===== src/rtl/imm_encoder.sv =====
// Immediate-field encoder for RV32 instruction templates, plus li-style
// expansion of a 32-bit constant into LUI/ADDI with a one-word output register.
module imm_encoder (
    input  logic        clk,
    input  logic        rst,
    input  logic        in_valid,
    output logic        in_ready,
    input  logic [2:0]  imm_type,
    input  logic [31:0] base,
    input  logic [31:0] imm,
    input  logic        li_mode,
    input  logic [4:0]  rd,
    output logic        out_valid,
    input  logic        out_ready,
    output logic [31:0] out_instr,
    output logic        out_err,
    output logic        out_last
);

    localparam int unsigned XLEN = 32;
    localparam int unsigned HI_W = 20;
    localparam int unsigned LO_W = 12;

    localparam logic [2:0] TYPE_R = 3'b000;
    localparam logic [2:0] TYPE_I = 3'b001;
    localparam logic [2:0] TYPE_S = 3'b010;
    localparam logic [2:0] TYPE_B = 3'b011;
    localparam logic [2:0] TYPE_U = 3'b100;
    localparam logic [2:0] TYPE_J = 3'b101;

    localparam logic [6:0] OPC_LUI  = 7'b0110111;
    localparam logic [6:0] OPC_ADDI = 7'b0010011;

    typedef enum logic {IDLE, SECOND} state_t;

    state_t            state;
    logic [XLEN-1:0]   pend_instr;

    logic [LO_W-1:0]   lo;
    logic [HI_W-1:0]   hi;
    logic [XLEN-1:0]   lui_word;
    logic [XLEN-1:0]   addi_rd_word;
    logic [XLEN-1:0]   addi_x0_word;
    logic [XLEN-1:0]   enc_instr;
    logic              enc_err;
    logic              enc_last;
    logic              enc_two;

    assign in_ready = (state == IDLE) && (!out_valid || out_ready);

    // First (or only) word for the request currently on the input.
    always_comb begin
        lo           = imm[11:0];
        hi           = imm[31:12] + HI_W'(imm[11]);
        lui_word     = {hi, rd, OPC_LUI};
        addi_rd_word = {lo, rd, 3'b000, rd, OPC_ADDI};
        addi_x0_word = {lo, 5'd0, 3'b000, rd, OPC_ADDI};
        enc_instr    = base;
        enc_err      = 1'b0;
        enc_last     = 1'b1;
        enc_two      = 1'b0;

        if (li_mode) begin
            // The +imm[11] carry compensates for ADDI sign-extending lo.
            if (hi != '0) begin
                enc_instr = lui_word;
                if (lo != '0) begin
                    enc_two  = 1'b1;
                    enc_last = 1'b0;
                end
            end else begin
                enc_instr = addi_x0_word;
            end
        end else begin
            case (imm_type)
                TYPE_R: begin
                    enc_instr = base;
                end
                TYPE_I: begin
                    enc_instr = {imm[11:0], base[19:0]};
                    enc_err   = (imm[31:12] != {20{imm[11]}});
                end
                TYPE_S: begin
                    enc_instr = {imm[11:5], base[24:12], imm[4:0], base[6:0]};
                    enc_err   = (imm[31:12] != {20{imm[11]}});
                end
                TYPE_B: begin
                    enc_instr = {imm[12], imm[10:5], base[24:12], imm[4:1], imm[11], base[6:0]};
                    enc_err   = (imm[31:13] != {19{imm[12]}}) || imm[0];
                end
                TYPE_U: begin
                    enc_instr = {imm[31:12], base[11:0]};
                    enc_err   = (imm[11:0] != '0);
                end
                TYPE_J: begin
                    enc_instr = {imm[20], imm[10:1], imm[11], imm[19:12], base[11:0]};
                    enc_err   = (imm[31:21] != {11{imm[20]}}) || imm[0];
                end
                default: begin
                    enc_instr = base;
                    enc_err   = 1'b1;
                end
            endcase
        end
    end

    // Output register and li sequencing; reset drops any pending ADDI word.
    always_ff @(posedge clk) begin
        if (rst) begin
            state      <= IDLE;
            out_valid  <= 1'b0;
            out_instr  <= '0;
            out_err    <= 1'b0;
            out_last   <= 1'b0;
            pend_instr <= '0;
        end else begin
            case (state)
                IDLE: begin
                    if (in_valid && in_ready) begin
                        out_valid <= 1'b1;
                        out_instr <= enc_instr;
                        out_err   <= enc_err;
                        out_last  <= enc_last;
                        if (enc_two) begin
                            state      <= SECOND;
                            pend_instr <= addi_rd_word;
                        end
                    end else if (out_valid && out_ready) begin
                        out_valid <= 1'b0;
                    end
                end
                SECOND: begin
                    if (out_ready) begin
                        state     <= IDLE;
                        out_valid <= 1'b1;
                        out_instr <= pend_instr;
                        out_err   <= 1'b0;
                        out_last  <= 1'b1;
                    end
                end
                default: begin
                    state     <= IDLE;
                    out_valid <= 1'b0;
                end
            endcase
        end
    end

endmodule


===== config.mk =====
export PLATFORM = sky130hd
export DESIGN_NAME = imm_encoder
export DESIGN_NICKNAME = d
export VERILOG_FILES = /design/src/rtl/imm_encoder.sv
export SDC_FILE = /design/constraint.sdc
export NUM_CORES = 1
export LEC_CHECK = 0
export ABC_CLOCK_PERIOD_IN_PS = 3800
export CORE_ASPECT_RATIO = 0.5
export CORE_MARGIN = 2
export CORE_UTILIZATION = 49
export CTS_CLUSTER_SIZE = 28
export DETAILED_ROUTE_END_ITERATION = 6
export PLACE_DENSITY_LB_ADDON = 0.08
export SETUP_SLACK_MARGIN = 0.2
export SLEW_MARGIN = 40
export SYNTH_ARGS = -nofsm -noshare
export SYNTH_HDL_FRONTEND = slang
export SYNTH_SLANG_ARGS = --single-unit

===== constraint.sdc =====
create_clock -name clk -period 3.8 [get_ports clk]
set_input_delay 1.14 -clock clk [delete_from_list [all_inputs] [get_ports clk]]
set_output_delay 1.14 -clock clk [all_outputs]
set_load 0.01 [all_outputs]

==> PnR_summary.wiki, run 1 <==
{| class="wikitable"
! Metric !! Value
|-
| Setup slack after layout || approximately 0.24 ns
|-
| Root buf cell || clkbuf_16
|-
| Latest clock arrival within the worst-skew pair || 0.29 ns
|-
| Worst hold path startpoint || out_instr[6]$_SDFFE_PP0P_
|-
| Initial antenna violation count || 0
|-
| Slew HR || 0.4572
|-
| Max Fanout on Critical Path || 5
|-
| Xor/xnor share of the synthesized area || 0.03815
|-
| Area share of fa/ha/maj cells after synthesis || 0.009083
|-
| Post-Syn Area || approximately 4100 um2
|-
| Final setup viols || 0
|-
| WHS Path Cells || 2
|-
| Slack of the worst reg-to-reg path || 1.29 ns
|-
| Setup_tns || 0 ns
|-
| Final critical delay including setup and external delays || 3.565 ns
|-
| Pins Over Slew Limit || 0
|-
| Clock Skew || 0.008652 ns
|-
| Net count of the mapped netlist || 664
|-
| Area of the core || 8087 um2
|-
| Most area-hungry cell type in the Yosys netlist || dfxtp_1
|-
| Simple-Gate Fraction of Synth Area || 0.2776
|-
| Standby leakage power || approximately 0.0023 uW
|-
| Detailed-router iteration count before antenna repair || 6
|-
| Wire length after detailed routing || 17040 um
|-
| Largest net degree at the start of global routing || 49
|-
| Core Util, Final || 0.7472
|-
| Hold Path End || out_instr[6]$_SDFFE_PP0P_
|-
| Worst setup slack after placement || -0.1307 ns
|-
| Height of the die || between 60 and 70 um
|-
| Run status || complete, no violations
|-
| Power Total || approximately 1700 uW
|-
| Worst Path Arrival || 3.79 ns
|-
| Count of different cell masters after synthesis || 60
|-
| Number of nets in the final layout || approximately 800
|-
| Slew at the pin closest to its max-slew limit || 0.7937 ns
|-
| CTS tree || done
|-
| Synthesis Warnings || 0
|-
| Part of the Yosys area used for sequential elements || 0.2616
|-
| Final worst-path cycle share || 0.9381
|-
| Layout cells sized above 1 || 0.1503
|-
| Maximum clock frequency || between 0.2 and 0.3 GHz
|-
| Most area-consuming cells after synthesis || dfxtp_1, a21oi_1, nand2_1
|-
| Routed vias || 5413
|-
| Final HPWL from detailed placement || ~13000 um
|-
| Number of port buffers || 112
|-
| Count of fill cells added during filler insertion || between 600 and 700
|-
| Reg-to-reg critical path startpoint || state$_SDFF_PP0_
|-
| Reg2reg path depth || 6
|-
| Multiplexer fraction of the synthesized cell area || 0.02210
|-
| Flip-flop and latch count after synthesis || 54
|-
| Hold Buf Count CTS || 0
|-
| Fin area || roughly 6000 um2
|-
| Clock transition time at the flip-flop clock pins of the worst setup and hold paths || 0.08 ns
|-
| Footprint of the flip-flops and latches || 1081 um2
|-
| Final routed DRC violation total || 0
|-
| Number of enable-type register cells in the synthesized netlist || 0
|-
| Drt via density || 6.467
|-
| Clock sink count || 54
|-
| Prevailing post-synth register cell || dfxtp_1
|-
| Synthesized area per cell || 7.077 um2
|-
| Final routed wire length divided by cell count || 20.36 um
|-
| Main combinational cell family by area after synthesis || compound AO/OA/AOI/OAI gates
|-
| Leftover overflow at the end of global routing || 0
|-
| Classification of the worst-slack hold path || reg2reg
|-
| Post-placement cell area || 5752 um2
|-
| Async set-or-reset flop fraction in the synthesized netlist || 0
|-
| Std cell rows || 23
|-
| Vias in the first global route || between 4k and 5k
|-
| Hold violation total from the final report || 0
|-
| Highest ir drop seen on vdd || 0.2115 mV
|-
| Number of buffers created by CTS || 5
|-
| Worst setup path startpoint || imm[19]
|-
| Critical Path End Type || flop
|-
| Final weighted congestion in routability-driven placement || around 1
|-
| Proportion of netlist area held by the largest area contributor || 0.2616
|-
| Global-route wire length before repair || about 25000 um
|-
| Antenna-violating nets left || 0
|-
| Crit path required time || ~4.0 ns
|-
| Chip width || 133.9 um
|-
| N_diodes || 0
|-
| Iteration-0 DRC Markers || between 500 and 600
|-
| Top Ports || 113
|-
| Category of the critical setup timing path || in2reg
|-
| Total GRT Usage || 0.3562
|-
| Most repeated cell in the gate-level netlist after synthesis || nand2_1
|-
| Area of the multi-input gates || 2883 um2
|-
| Signed area change from the synthesized netlist to the final layout || 46.20%
|-
| Power Density || 279.9 nW/um2
|-
| FF-to-FF End || out_err$_SDFFE_PP0P_
|-
| Initial Util || 0.5111
|-
| Buffer levels on the longest clock path || 2
|-
| Synth Instances || 584
|-
| # Max-Cap Violations || 0
|-
| Deepest level of the CTS H-tree || 2
|-
| Critical Path Source Type || input pin
|-
| Compound-cell area share of the yosys netlist || 0.3276
|-
| Overall die area || 9229 um2
|-
| Setup repair after global routing missed its margin || no
|-
| Synth cell count leaders || nand2_1, a21oi_1, dfxtp_1
|}
==> critical path, stage by stage <==
cell and delay, ns:
clkdlybuf4s50_1 0.53, nand3_2 0.11, or3_4 0.36, o31a_1 0.36, a2111oi_4 0.48, nand2_2 0.16, or4_4 0.50, a21oi_2 0.15
==> per-layer routing <==
metal | vias up | GRT usage | wire, um
met2 | 366 | 0.5442 | 7158
met1 | 2548 | 0.5307 | 7532
met3 | 25 | 0.06506 | 2179
met4 | 0 | 0.05186 | 172
met5 | - | 0 | 0
li1 | 2474 | - | -
==> sequential cells by signal, summed over array words and instances (netlist names) <==
name and flops:
out_valid 1, state 1, out_err 1, pend_instr 18, out_last 1, out_instr 32
==> report_power, final <==
group          internal [uW]  switching, uW  leakage (uW)
combinational            272            289       0.00175
clock                    248            231     0.0000664
sequential               618           33.6      0.000446
total                   1140            554       0.00226
==> logic make-up after synthesis <==
| group | Yosys count |
|---|---|
| adder cells (fa/ha/maj) | 3 |
| buffers and inverters | 66 |
| AO/OA/AOI/OAI | 194 |
| XOR/XNOR | 18 |
| AND/OR/NAND/NOR | 240 |
| multiplexers | 9 |
| flip-flops | 54 |
==> area by class of cell <==
type                    count  share of cell area
inverters                  11            0.006834
clock inverters             3            0.003935
well taps                 112             0.02319
multi-input cells         464              0.4771
flip-flops and latches     54              0.1789
clock buffers               5             0.02071
repair buffers            188              0.2893
==> metrics by stage <==
stage	std cells	hold WS (ns)
2_1_floorplan	584	0.4258
3_3_place_gp	827	0.4394
3_5_place_dp	827	0.4421
4_1_cts	836	0.4528
5_1_grt	837	0.4831
6_report	837	0.4539
==> cells in the final DEF, fill, tap and decap left out, drive strengths merged, types with 5 or more instances in the layout <==
master,n
nand2,77
xor2,8
dfxtp,54
a221oi,10
clkbuf,5
a21oi,58
xnor2,10
nor2,49
or3,6
nor3,6
a41oi,14
a31oi,7
mux2i,8
nor4,10
nand3,43
or2,5
o21ai,33
nand2b,13
a2bb2oi,7
o221ai,17
clkdlybuf4s50,104
o211ai,9
nand4,9
inv,12
buf,76
nor2b,7
dlymetal6s2s,8
==> how the worst max path moves through the flow <==
stage / to / cells after the start
floorplan: pend_instr[20]$_SDFFE_PP0P_ / 11
global placement: out_instr[26]$_SDFFE_PP0P_ / 12
detailed placement: out_instr[26]$_SDFFE_PP0P_ / 12
CTS: out_instr[31]$_SDFFE_PP0P_ / 9
global route: out_instr[31]$_SDFFE_PP0P_ / 8
finish: out_instr[31]$_SDFFE_PP0P_ / 8
==> timing repair <==
action	CTS	global route
pin swaps	3	7
setup buffers	1	1
resized for setup	5	24
endpoints found under the setup margin	18	32
Power figures use the tool's default switching activity.
==> run 2: changes to the inputs <==
--- a/config.mk
+++ b/config.mk
@@ -12,7 +12,7 @@
 export CTS_CLUSTER_SIZE = 28
 export DETAILED_ROUTE_END_ITERATION = 6
 export PLACE_DENSITY_LB_ADDON = 0.08
-export SETUP_SLACK_MARGIN = 0.2
+export SETUP_SLACK_MARGIN = 0.02
 export SLEW_MARGIN = 40
 export SYNTH_ARGS = -nofsm -noshare
 export SYNTH_HDL_FRONTEND = slang
==> run 2 against run 1 <==
  * Global-route usage fell by 0.081 points
  * Critical path depth rose by 2
  * Sequential cell count did not move
  * Worst hold slack improved by 0.00067 ns
  * Total power fell by 0.42%
  * First-iteration DRC count rose by 4.0%
  * Register-to-register slack improved by 0.05 ns
  * Critical path type unchanged
  * Utilization fell by 1.3 points
  * Worst setup slack got worse by 0.086 ns
  * Highest routed layer unchanged
  * Clock skew fell by 0.00072 ns
==> PnR_summary.wiki, run 2 (synthesis results as in run 1) <==
{| class="wikitable"
! Metric !! Value
|-
| Global-route wire length before repair || 25220 um (-0.30%)
|-
| Initial antenna violation count || 0 (unchanged)
|-
| Power Density || 283.7 nW/um2 (+1.3%)
|-
| Setup_tns || 0 ns (unchanged)
|-
| Maximum clock frequency || 0.2739 GHz (-2.4%)
|-
| Placed Cells incl. Taps || 827 (unchanged)
|-
| Critical Path Source Type || input pin
|-
| Number of nets in the final layout || 803 (-0.12%)
|-
| Highest ir drop seen on vdd || 0.2103 mV (-0.61%)
|-
| Iteration-0 DRC Markers || 603 (+4.0%)
|-
| Global-route met1 utilization || 0.5245 (-0.006135)
|-
| Antenna-violating nets left || 0 (unchanged)
|-
| Top Ports || 113 (unchanged)
|-
| Power share of the combinational group || 0.329 (-0.003)
|-
| Most frequent standard cell in the layout excluding fill and tap cells || clkdlybuf4s50_1
|-
| Root buf cell || clkbuf_16
|-
| Final setup viols || 0 (unchanged)
|-
| Clock transition time at the flip-flop clock pins of the worst setup and hold paths || 0.08 ns (about the same)
|-
| Reg2reg path depth || 6 (unchanged)
|-
| Max Fanout on Critical Path || 5 (unchanged)
|-
| Slack of the worst reg-to-reg path || 1.34 ns (+0.05 ns)
|-
| P_int || 1134 uW (-0.23%)
|-
| Final weighted congestion in routability-driven placement || 1.002 (unchanged)
|-
| Final critical delay including setup and external delays || 3.651 ns (+0.08615 ns)
|-
| Clock network fraction of design power || 0.284 (about the same)
|-
| GRT busiest layer || met2
|-
| # Max-Cap Violations || 0 (unchanged)
|-
| Reg-to-reg critical path startpoint || state$_SDFF_PP0_
|-
| Number of flip-flops under the largest register name || 32 (unchanged)
|-
| Classification of the worst-slack hold path || reg2reg
|-
| Critical Path End Type || flop
|-
| Worst hold path startpoint || out_instr[6]$_SDFFE_PP0P_
|-
| Signed area change from the synthesized netlist to the final layout || 43.66%
|-
| Layout cells sized above 1 || 0.1381 (-0.01222)
|-
| Flop pwr share || 0.387 (+0.002)
|-
| Top reg by flops || out_instr
|-
| Std cell rows || 23 (unchanged)
|-
| Largest net degree at the start of global routing || 49 (unchanged)
|-
| Leftover overflow at the end of global routing || 0 (unchanged)
|-
| Buffer levels on the longest clock path || 2 (unchanged)
|-
| Initial Util || 0.5111 (unchanged)
|-
| Final worst-path cycle share || 0.9607 (+0.02267)
|-
| Detailed-router iteration count before antenna repair || 5 (-1)
|-
| Top flop regs || out_instr x32, pend_instr x18
|-
| CTS tree || done
|-
| Count of fill cells added during filler insertion || 662 (+1.5%)
|-
| Highest-count cells in the layout ignoring fill and taps || clkdlybuf4s50_1, nand2_1, buf_4, a21oi_1, dfxtp_1
|-
| Routing usage on met3 || 0.06944 (+0.004386)
|-
| Pins Over Slew Limit || 0 (unchanged)
|-
| Final cell count without fillers || 836 (-0.12%)
|-
| Number of port buffers || 112 (unchanged)
|-
| Height of the die || 68.94 um (unchanged)
|-
| Sw Share || 0.3263 (-0.001223)
|-
| Slew HR || 0.4508 (-0.006346)
|-
| Final routed wire length divided by cell count || 20.15 um (-1.0%)
|-
| Wire length after detailed routing || 16850 um (-1.1%)
|-
| Area of the core || 8087 um2 (unchanged)
|-
| Run status || complete, no violations
|-
| WHS Path Cells || 2 (unchanged)
|-
| Slew at the pin closest to its max-slew limit || 0.8134 ns (+0.01972 ns)
|-
| Setup repair after global routing missed its margin || yes
|-
| Chip width || 133.9 um (unchanged)
|-
| Vias in the first global route || 4618 (+0.35%)
|-
| Number of buffers created by CTS || 5 (unchanged)
|-
| Category of the critical setup timing path || in2reg
|-
| Final HPWL from detailed placement || 12850 um (unchanged)
|-
| Met2 capacity usage during global routing || 0.5462 (+0.001923)
|-
| Worst hold-check slack || 0.4545 ns (+0.0006750 ns)
|-
| Final routed DRC violation total || 0 (unchanged)
|-
| Net switching component of the power || 549.6 uW (-0.79%)
|-
| Clock Skew || 0.007935 ns (-0.0007168 ns)
|-
| Routed vias || 5406 (-0.13%)
|-
| Total GRT Usage || 0.3554 (-0.0008141)
|-
| Crit path required time || 4.03 ns (about the same)
|-
| Worst Path Arrival || 3.88 ns (+0.09 ns)
|-
| Latest clock arrival within the worst-skew pair || 0.29 ns (about the same)
|-
| Standby leakage power || 0.002160 uW (-4.4%)
|-
| Hold violation total from the final report || 0 (unchanged)
|-
| Worst setup path startpoint || imm[12]
|-
| Overall die area || 9229 um2 (unchanged)
|-
| Deepest level of the CTS H-tree || 2 (unchanged)
|-
| N_diodes || 0 (unchanged)
|-
| Clock sink count || 54 (unchanged)
|-
| Drt via density || 6.467 (about the same)
|}
[run 2: cell count changes in the layout (fill, tap and decap cells not counted), moves of 2 or more]
cell	before	now
buf_6	3	0
ha_4	2	0
buf_4	71	73
or3_4	3	0
clkdlybuf4s50_1	104	112
or3_1	3	6
dlymetal6s2s_1	8	0
[run 2: what timing repair did]
| action | CTS | global route |
|---|---|---|
| hold endpoints to repair | 0 | 0 |
| hold buffers | 0 | 0 |
| gates resized for setup | 0 | 7 |
| setup endpoints to repair | 0 | 17 |
| buffers inserted | 0 | 1 |
[run 2: worst paths after layout]
| kind | to |
|---|---|
| max | out_instr[31]$_SDFFE_PP0P_ |
| max reg2reg | out_err$_SDFFE_PP0P_ |
| min reg2reg | out_instr[6]$_SDFFE_PP0P_ |
| min | out_instr[6]$_SDFFE_PP0P_ |
[run 2: metal layers]
layer	part of all wire	vias up
met2	0.41	354
met3	0.13	21
li1	-	2474
met4	0.0098	0
met5	0	-
met1	0.45	2557
[run 2: power groups by stage]
stage | logic [uW] | clock network (uW) | registers, uW
after detailed placement | 535 | 0 | 663
after global routing | 591 | 500 | 657
final | 554 | 478 | 652
after floorplan | 248 | 0 | 672
after global placement | 531 | 0 | 661
after CTS | 539 | 479 | 650
[run 2: per-stage QoR]
step | cell area (um2) | setup slack, ns | utilization | power [uW]
3_5_place_dp | 5752 | -0.1307 | 0.7113 | 1199
4_1_cts | 5901 | 0.1297 | 0.7297 | 1669
2_1_floorplan | 4133 | 0.3887 | - | 919.6
3_3_place_gp | 5752 | -0.1696 | 0.7113 | 1192
5_1_grt | 5937 | 0.01252 | 0.7342 | 1748
6_report | 5937 | 0.1492 | 0.7342 | 1684
[run 2: cell type report]
type | instances | area (um2) | share of cell area
Clock buffer | 5 | 125.1 | 0.02107
Clock inverter | 3 | 23.77 | 0.004004
Inverter | 11 | 41.29 | 0.006955
Multi-Input combinational cell | 464 | 2816 | 0.4744
Sequential cell | 54 | 1081 | 0.1821
Tap cell | 112 | 140.1 | 0.02360
Timing Repair Buffer | 187 | 1709 | 0.2879
[run 2: critical path, cell delays in order]
cell and delay (ns):
clkdlybuf4s50_1 0.49, ha_2 0.21, nand4_1 0.14, buf_4 0.18
nor4_2 0.28, xor2_1 0.17, a2111oi_4 0.44, nand2_2 0.16
or4_4 0.51, a21oi_2 0.15
